--- config.mk ---
export PLATFORM = sky130hd
export DESIGN_NAME = aes_rcon_sched
export DESIGN_NICKNAME = d
export VERILOG_FILES = /design/src/rtl/aes_rcon_sched.sv
export SDC_FILE = /design/constraint.sdc
export NUM_CORES = 1
export LEC_CHECK = 0
export ABC_AREA = 1
export CORE_MARGIN = 3
export CORE_UTILIZATION = 48
export CTS_CLUSTER_DIAMETER = 60
export DETAILED_ROUTE_END_ITERATION = 16
export GPL_TIMING_DRIVEN = 0
export PLACE_DENSITY_LB_ADDON = 0.2
export REMOVE_ABC_BUFFERS = 1
export SETUP_SLACK_MARGIN = 0.5
export SYNTH_ARGS = -nofsm -noshare
export SYNTH_HDL_FRONTEND = slang
export SYNTH_SLANG_ARGS = --single-unit
export TNS_END_PERCENT = 5
--- constraint.sdc ---
create_clock -name clk -period 3.1 [get_ports clk]
set_input_delay 0.775 -clock clk [delete_from_list [all_inputs] [get_ports clk]]
set_output_delay 0.775 -clock clk [all_outputs]
set_load 0.05 [all_outputs]
--- src/rtl/aes_rcon_sched.sv ---
// AES-128/192/256 key-schedule descriptor generator: one word index, rcon and RotWord/SubWord flag set per expanded word.
// All outputs are registered; rcon advances by GF(2^8) doubling after each j==0 word is accepted.
module aes_rcon_sched #(
    parameter int OUT_W = 32
) (
    input  logic             clk,
    input  logic             rst,
    input  logic             start_i,
    input  logic [1:0]       key_len_i,
    input  logic             ready_i,
    output logic             valid_o,
    output logic [5:0]       word_idx_o,
    output logic [OUT_W-1:0] rcon_o,
    output logic             rot_sub_o,
    output logic             sub_only_o,
    output logic             last_o,
    output logic             busy_o,
    output logic             done_o,
    output logic             err_o
);

    typedef enum logic [1:0] {IDLE, RUN, DONE} state_t;

    state_t     state, n_state;
    logic [3:0] nk, n_nk;
    logic [5:0] last_idx, n_last_idx;
    logic [5:0] idx, n_idx;
    logic [2:0] j, n_j;
    logic [7:0] rcon, n_rcon;
    logic       n_err;
    logic       n_run;
    logic       n_rot_sub;
    logic [OUT_W-1:0] n_rcon_w;
    logic       xfer;

    assign xfer = valid_o && ready_i;

    always_comb begin
        n_state    = state;
        n_nk       = nk;
        n_last_idx = last_idx;
        n_idx      = idx;
        n_j        = j;
        n_rcon     = rcon;
        n_err      = 1'b0;
        case (state)
            IDLE: begin
                if (start_i) begin
                    if (key_len_i == 2'b11) begin
                        n_err = 1'b1;
                    end else begin
                        n_state = RUN;
                        case (key_len_i)
                            2'b00:   begin n_nk = 4'd4; n_last_idx = 6'd43; end
                            2'b01:   begin n_nk = 4'd6; n_last_idx = 6'd51; end
                            default: begin n_nk = 4'd8; n_last_idx = 6'd59; end
                        endcase
                        n_idx  = {2'b00, n_nk};
                        n_j    = 3'd0;
                        n_rcon = 8'h01;
                    end
                end
            end
            RUN: begin
                if (xfer) begin
                    if (last_o) begin
                        n_state = DONE;
                    end else begin
                        n_idx = idx + 6'd1;
                        n_j   = ({1'b0, j} == nk - 4'd1) ? 3'd0 : j + 3'd1;
                        if (j == 3'd0)
                            n_rcon = {rcon[6:0], 1'b0} ^ (rcon[7] ? 8'h1b : 8'h00);
                    end
                end
            end
            default: n_state = IDLE;
        endcase
    end

    // Output flops are loaded from next-state values so they line up with the internal registers.
    always_comb begin
        n_run     = (n_state == RUN);
        n_rot_sub = n_run && (n_j == 3'd0);
        n_rcon_w  = '0;
        if (n_rot_sub)
            n_rcon_w[OUT_W-1 -: 8] = n_rcon;
    end

    always_ff @(posedge clk) begin
        if (rst) begin
            state      <= IDLE;
            nk         <= 4'd0;
            last_idx   <= 6'd0;
            idx        <= 6'd0;
            j          <= 3'd0;
            rcon       <= 8'h00;
            valid_o    <= 1'b0;
            word_idx_o <= 6'd0;
            rcon_o     <= '0;
            rot_sub_o  <= 1'b0;
            sub_only_o <= 1'b0;
            last_o     <= 1'b0;
            busy_o     <= 1'b0;
            done_o     <= 1'b0;
            err_o      <= 1'b0;
        end else begin
            state      <= n_state;
            nk         <= n_nk;
            last_idx   <= n_last_idx;
            idx        <= n_idx;
            j          <= n_j;
            rcon       <= n_rcon;
            valid_o    <= n_run;
            word_idx_o <= n_run ? n_idx : 6'd0;
            rcon_o     <= n_rcon_w;
            rot_sub_o  <= n_rot_sub;
            sub_only_o <= n_run && (n_nk == 4'd8) && (n_j == 3'd4);
            last_o     <= n_run && (n_idx == n_last_idx);
            busy_o     <= (n_state != IDLE);
            done_o     <= (n_state == DONE);
            err_o      <= n_err;
        end
    end

endmodule

Yosys cells after proc, flatten, opt, wreduce, memory -nomap -nowiden
Cells that the tools add are included.
{"block": "totals", "reg_bits": 74, "inputBits": 6, "wordCells": 78, "out_inout_bits": 45}
{"block": "op_classes", "eq_ne": 9, "reduce_logical": 13, "n_bitwise": 5, "n_addsub": 3, "mux": 32}
{"op": "two-way mux 6 bit", "count": 7}
{"op": "two-way mux 8 bit", "count": 5}
{"op": "case mux 8 bit (2 select lines)", "count": 1}
{"op": "two-way mux 3 bit", "count": 5}
{"op": "two-way mux 4 bit", "count": 3}
{"op": "case mux 6 bit (2 select lines)", "count": 1}
{"op": "case mux 5 bit (2 select lines)", "count": 1}
{"op": "two-way mux 2 bit", "count": 4}
{"op": "case mux 4 bit (2 select lines)", "count": 1}
{"op": "bitwise XOR 8 x 5 -> 8 bit", "count": 1}
{"op": "adder 6 x 1 -> 6 bit, second input constant", "count": 1}
{"op": "equality test 2 x 1 -> 1 bit, second input constant", "count": 3}
{"op": "equality test 6 bit", "count": 1}
{"op": "logical NOT 3 bit", "count": 2}
{"op": "case mux 3 bit (2 select lines)", "count": 1}
{"op": "logical AND 1 bit", "count": 5}
{"op": "two-way mux 5 bit", "count": 1}
{"op": "equality test 2 bit, second input constant", "count": 2}
{"op": "equality test 3 x 4 -> 1 bit", "count": 1}
{"op": "equality test 4 bit, second input constant", "count": 1}
{"op": "logical NOT 2 bit", "count": 2}
{"op": "inverter 1 bit", "count": 4}
{"op": "case mux 2 bit (2 select lines)", "count": 1}
{"op": "OR reduction 2 bit", "count": 2}
{"op": "6 further kinds", "count": 6}

Longest topological paths before layout
{"block": "logic_depth", "ltp_word": 10, "ltp_mapped": 14, "depth_no_buf": 14}

Worst setup path after synthesis
No wires, ideal clock.
{"block": "synth_path", "kind": "register to register", "from": "register valid_o", "to": "register rcon[4]", "path_stages_with_launch": 9, "required_time_ns": 2.972, "setup_ns": 0.128, "t_arrival_ns": 1.681, "slack_ns": 1.291, "path_buffers": 1, "synth_period_minus_slack_ns": 1.809, "path_cell_list": "dfxtp_1 > nand2_1 > nor2_4 > nand4_1 > buf_2 > nand2_1 > o22ai_1 > inv_1 > nor2_1"}
{"block": "synth_via", "elab_chain_cells": 3}
{"element": "start: declaration", "line_no": "11", "rtl": "output logic valid_o,"}
{"element": "start signal: assignment", "line_no": "113", "rtl": "valid_o <= n_run;"}
{"element": "logical AND 1 bit", "line_no": "36", "rtl": "assign xfer = valid_o && ready_i;"}
{"element": "two-way mux 8 bit", "line_no": "65", "rtl": "if (xfer) begin"}
{"element": "case mux 8 bit (2 select lines)", "line_no": "46", "rtl": "case (state)"}
{"element": "end signal: assignment", "line_no": "112", "rtl": "rcon <= n_rcon;"}
{"element": "end: declaration", "line_no": "29", "rtl": "logic [7:0] rcon, n_rcon;"}
Every way passes these cells.
A chain may end at the register's enable or synchronous reset.

Worst setup path in the final report
{"block": "layout_path", "from": "input key_len_i[0]", "to": "register rcon_o[24]"}
{"block": "layout_via", "elab_chain_cells": 8, "word_cells_on_any_way": 15, "classes_between": "eq/ne: 2; mux: 9; bitwise: 1; reduce/logical: 3"}
{"element": "start: declaration", "line_no": "9", "rtl": "input logic [1:0] key_len_i,"}
{"element": "equality test 2 bit (*)", "line_no": "49", "rtl": "if (key_len_i == 2'b11) begin"}
{"element": "two-way mux 2 bit or two-way mux 3 bit (tied branches)", "line_no": "49"}
{"element": "two-way mux 2 bit or two-way mux 3 bit (tied branches)", "line_no": "48", "rtl": "if (start_i) begin"}
{"element": "case mux 2 bit (2 select lines) or case mux 3 bit (2 select lines) (tied branches)", "line_no": "46"}
{"element": "equality test 2 x 1 -> 1 bit or logical NOT 3 bit (tied branches)", "line_no": "82, 83"}
{"element": "logical AND 1 bit", "line_no": "83", "rtl": "n_rot_sub = n_run && (n_j == 3'd0);"}
{"element": "inverter 1 bit (no line)"}
{"element": "OR reduction 2 bit (no line)"}
{"element": "end signal: assignment", "line_no": "115", "rtl": "rcon_o <= n_rcon_w;"}
{"element": "end: declaration", "line_no": "13", "rtl": "output logic [OUT_W-1:0] rcon_o,"}
Mark *: on every way between the ends. The rest lies on a longest branch, timed or not.

==> metrics.md <==
| Metric | Value |
|---|---|
| Status | `finished, final reports clean` |
| Ratio of cells with drive above 1 in the final layout | `6.83%` |
| Cell at the root of the clock tree | `sky130_fd_sc_hd__clkbuf_8` |
| Ports placed on the boundary | `51` |
| Detail Route Antenna Nets | `0` |
| Critical hold path startpoint | `last_idx[2]` |
| Total CTS buffers | `5` |
| Reg clk slew, reported paths | `0.09 ns` |
| Most common library cell in the layout ignoring fill and taps | `sky130_fd_sc_hd__nand2_1` |
| Switching component of the power | `0.426 mW` |
| Transition time at the pin with the least slew margin | `1.30 ns` |
| TritonCTS clock tree | `yes` |
| Routed Wire Length | `4660 um` |
| Fraction of met3 tracks used by global routing | `3.29%` |
| HP Class | `reg2reg` |
| Number of buffers on the longest clock path | `2` |
| Via count normalized by instance count | `4.69` |
| Reg2Reg Launch Point | `state[1]` |
| Max-capacitance violation count | `0` |
| Internal power consumption | `0.912 mW` |
| Largest delay share family, worst path | `simple AND/OR/NAND/NOR gates` |
| Setup crit end | `rcon_o[24]` |
| Critical path's largest stage delay | `0.49 ns` |
| Core Footprint | `0.00482 sq mm` |
| Synth Area per Inst | `7.20 sq um` |
| Final estimated routing congestion in global placement | `0.822` |
| Count of clock tree sinks | `50` |
| H-tree depth | `2` |
| GR peak layer | `met2` |
| Count of final setup violators | `0` |
| Via count of the first global-routing pass | `1764` |
| Clock Skews | `0.0112 ns` |
| Total Nets Final | `375` |
| HPWL after detailed placement | `3350 um` |
| Area growth syn-to-layout | `14.1%` |
| Final period demand of the worst path | `2.35 ns` |
| Final-layout setup total negative slack | `0 ns` |
| Wire length of the first global-routing pass | `7700 um` |
| Endpoint of the worst register-to-register path | `rcon_o[24]` |
| Overall die width | `77.1 um` |
| Number of detailed-routing iterations run before antenna repair | `4` |
| Data required time at the worst endpoint | `3.34 ns` |
| IO Port Bufs | `26` |
| Starting Density | `50.3%` |
| Final Cycle Share | `75.9%` |
| Pin count of the biggest net entering global routing | `34` |
| Number of synthesized register bits | `50` |
| Worst rel slew slack | `13.3%` |
| List of cells traversed by the critical path | `clkdlybuf4s50_1, nand2_2, nand4_4, nand2_1, inv_2, nor2_4, inv_2, nor2_1, nand2_2, nor2_1` |
| Sequential power share | `50.7%` |
| Full die area | `0.00594 sq mm` |
| GR Layer Usage met1 | `20.4%` |
| Synthesis warning total | `0` |
| Final-report hold violation count | `0` |
| Overall power consumption | `1.34 mW` |
| Arrival time worst endpoint | `2.59 ns` |
| Largest driver fanout on the critical path | `16` |
| Clock latency reported for the late side of the worst-skew pair | `0.30 ns` |
| Sort of element at the end of the critical path | `flop` |
| Share of the yosys chip area belonging to registers | `41.3%` |
| Number of antenna violations at the first check in global routing | `0` |
| Drt first-iter violations | `119` |
| Top library cells by usage in the layout, fill and taps aside | `sky130_fd_sc_hd__nand2_1 (68), sky130_fd_sc_hd__nor2_1 (60), sky130_fd_sc_hd__dfxtp_1 (50)` |
| Reg2reg setup slack | `1.10 ns` |
| Leakage power total | `1.21 nW` |
| Vias | `2031` |
| Global route overflow | `0` |
| Summed instance area of the synthesized netlist | `0.00242 sq mm` |
| Setup repair after global routing missed its margin | `no` |
| Highest clock rate | `425 MHz` |
| # DRC | `0` |
| Stages on worst setup path | `10` |
| Wire length per cell | `10.8 um` |
| Portion of total power attributed to the clock network | `29.9%` |
| Aggregate global-route resource usage | `15.8%` |
| Global Route met2 Usage | `25.5%` |
| Chip height | `77.1 um` |
| Total power divided by cell area | `483 mW/mm^2` |
| Reg2reg path depth | `9` |
| Floorplan row count | `25` |
| Sort of element at the start of the critical path | `input pin` |
| Crit path launch | `key_len_i[0]` |
| Switching share of power | `31.8%` |
| Pins Over Slew Limit | `0` |
| Comb pwr share | `19.4%` |
| Worst VDD drop | `0.328 mV` |
| Slowest cell on the critical path | `sky130_fd_sc_hd__clkdlybuf4s50_1` |
| Class of the most critical setup path | `in2reg` |
| Instance count of the mapped netlist | `337` |
| Library cells used by synthesis | `30` |
| Worst path buffer plus inverter count | `3` |
| Antenna diodes | `0` |
worst min-delay path by stage:
stage	endpoint	slack, ns	depth (start not counted)
2_1_floorplan	last_idx[2]	0.44	2
3_3_place_gp	last_idx[0]	0.47	2
3_5_place_dp	last_idx[2]	0.47	2
4_1_cts	last_idx[2]	0.48	2
5_1_grt	last_idx[2]	0.50	2
6_report	last_idx[2]	0.48	2
synth_stat cells:
library cell / count / share of area, %
sky130_fd_sc_hd__o21bai_1: 1 / 0.31
sky130_fd_sc_hd__or2_1: 2 / 0.52
sky130_fd_sc_hd__nor2_2: 1 / 0.26
sky130_fd_sc_hd__a211oi_1: 1 / 0.31
sky130_fd_sc_hd__nand2_2: 2 / 0.52
sky130_fd_sc_hd__a21oi_1: 6 / 1.2
sky130_fd_sc_hd__buf_2: 2 / 0.41
sky130_fd_sc_hd__xnor2_1: 5 / 1.8
sky130_fd_sc_hd__nor3_2: 1 / 0.41
sky130_fd_sc_hd__o22ai_1: 5 / 1.3
sky130_fd_sc_hd__nor4_1: 3 / 0.77
sky130_fd_sc_hd__inv_2: 4 / 0.62
sky130_fd_sc_hd__nor2_4: 3 / 1.4
sky130_fd_sc_hd__nor3_1: 3 / 0.62
sky130_fd_sc_hd__nand4_4: 1 / 0.88
sky130_fd_sc_hd__buf_4: 25 / 7.7
sky130_fd_sc_hd__nand2_1: 68 / 11
sky130_fd_sc_hd__nand3b_1: 1 / 0.31
sky130_fd_sc_hd__o21ai_0: 9 / 1.9
sky130_fd_sc_hd__a31oi_4: 1 / 0.88
sky130_fd_sc_hd__nand4_1: 5 / 1.3
sky130_fd_sc_hd__o211ai_1: 1 / 0.31
sky130_fd_sc_hd__clkbuf_1: 4 / 0.62
sky130_fd_sc_hd__inv_1: 43 / 6.7
sky130_fd_sc_hd__nand3_4: 1 / 0.72
sky130_fd_sc_hd__nand3_1: 24 / 5.0
sky130_fd_sc_hd__nor2_1: 60 / 9.3
sky130_fd_sc_hd__dfxtp_1: 50 / 41
sky130_fd_sc_hd__ha_1: 4 / 2.1
sky130_fd_sc_hd__conb_1: 1 / 0.15
worst register-to-register path, cell delays in order (launching register included):
cell and delay [ns]:
sky130_fd_sc_hd__dfxtp_1 0.40, sky130_fd_sc_hd__nor2_2 0.51, sky130_fd_sc_hd__o21ai_0 0.17, sky130_fd_sc_hd__nand2_1 0.11, sky130_fd_sc_hd__inv_2 0.07, sky130_fd_sc_hd__nor2_4 0.11, sky130_fd_sc_hd__inv_2 0.12, sky130_fd_sc_hd__nor2_1 0.18
sky130_fd_sc_hd__nand2_2 0.15, sky130_fd_sc_hd__nor2_1 0.12
registers in the layout (all words and copies together), names as in the netlist, 2 cells and up:
name	count
idx	6
j	3
last_idx	6
nk	4
rcon	8
rcon_o	8
state	2
word_idx_o	6
area by class of cell:
type / count / area, sq um
fillers: 480 / 2050
multi-input cells: 232 / 1120
flip-flops and latches: 50 / 1000
repair buffers: 29 / 285
inverters: 47 / 176
well taps: 67 / 83.8
clock buffers: 6 / 82.6
clock inverters: 2 / 17.5
kinds of logic (layout without fill, tap and decap cells):
| logic type | count (synthesis) | after routing | synth area share [%] |
|---|---|---|---|
| AOI/OAI and AO/OA | 24 | 24 | 6.19 |
| buffers and inverters | 78 | 84 | 16.0 |
| adders and majority gates | 4 | 4 | 2.06 |
| DFF | 50 | 50 | 41.3 |
| xor gates and xnor gates | 5 | 5 | 1.81 |
| and+or+nand+nor | 175 | 175 | 32.5 |
| other | 1 | 24 | 0.155 |
stage by stage:
step | worst slack [ns] | area, sq um | std cells | utilization (%) | hold slack, ns
floorplan | 1.11 | 2300 | 329 | - | 0.444
global placement | 0.201 | 2640 | 422 | 54.9 | 0.468
detailed placement | 0.211 | 2640 | 422 | 54.9 | 0.468
CTS | 0.536 | 2740 | 430 | 56.9 | 0.482
global route | 0.606 | 2770 | 433 | 57.5 | 0.500
finish | 0.748 | 2770 | 433 | 57.5 | 0.480
what timing repair did:
item	in CTS	in global routing
endpoints found under the setup margin	0	15
hold buffers	0	0
buffers inserted	0	3
resized for setup	0	1
metal layers:
metal	part of all wire, %	vias up
met5	0	-
met4	1.1	0
met3	3.9	6
met2	48	40
met1	47	925
li1	-	1060
power groups by stage:
stage,Clock [mW],Sequential (mW),Combinational [mW]
6_report,0.400,0.678,0.260
5_1_grt,0.438,0.681,0.284
4_1_cts,0.412,0.678,0.259
3_5_place_dp,0,0.693,0.258
3_3_place_gp,0,0.693,0.256
2_1_floorplan,0,0.716,0.174
Power figures use the tool's default switching activity.
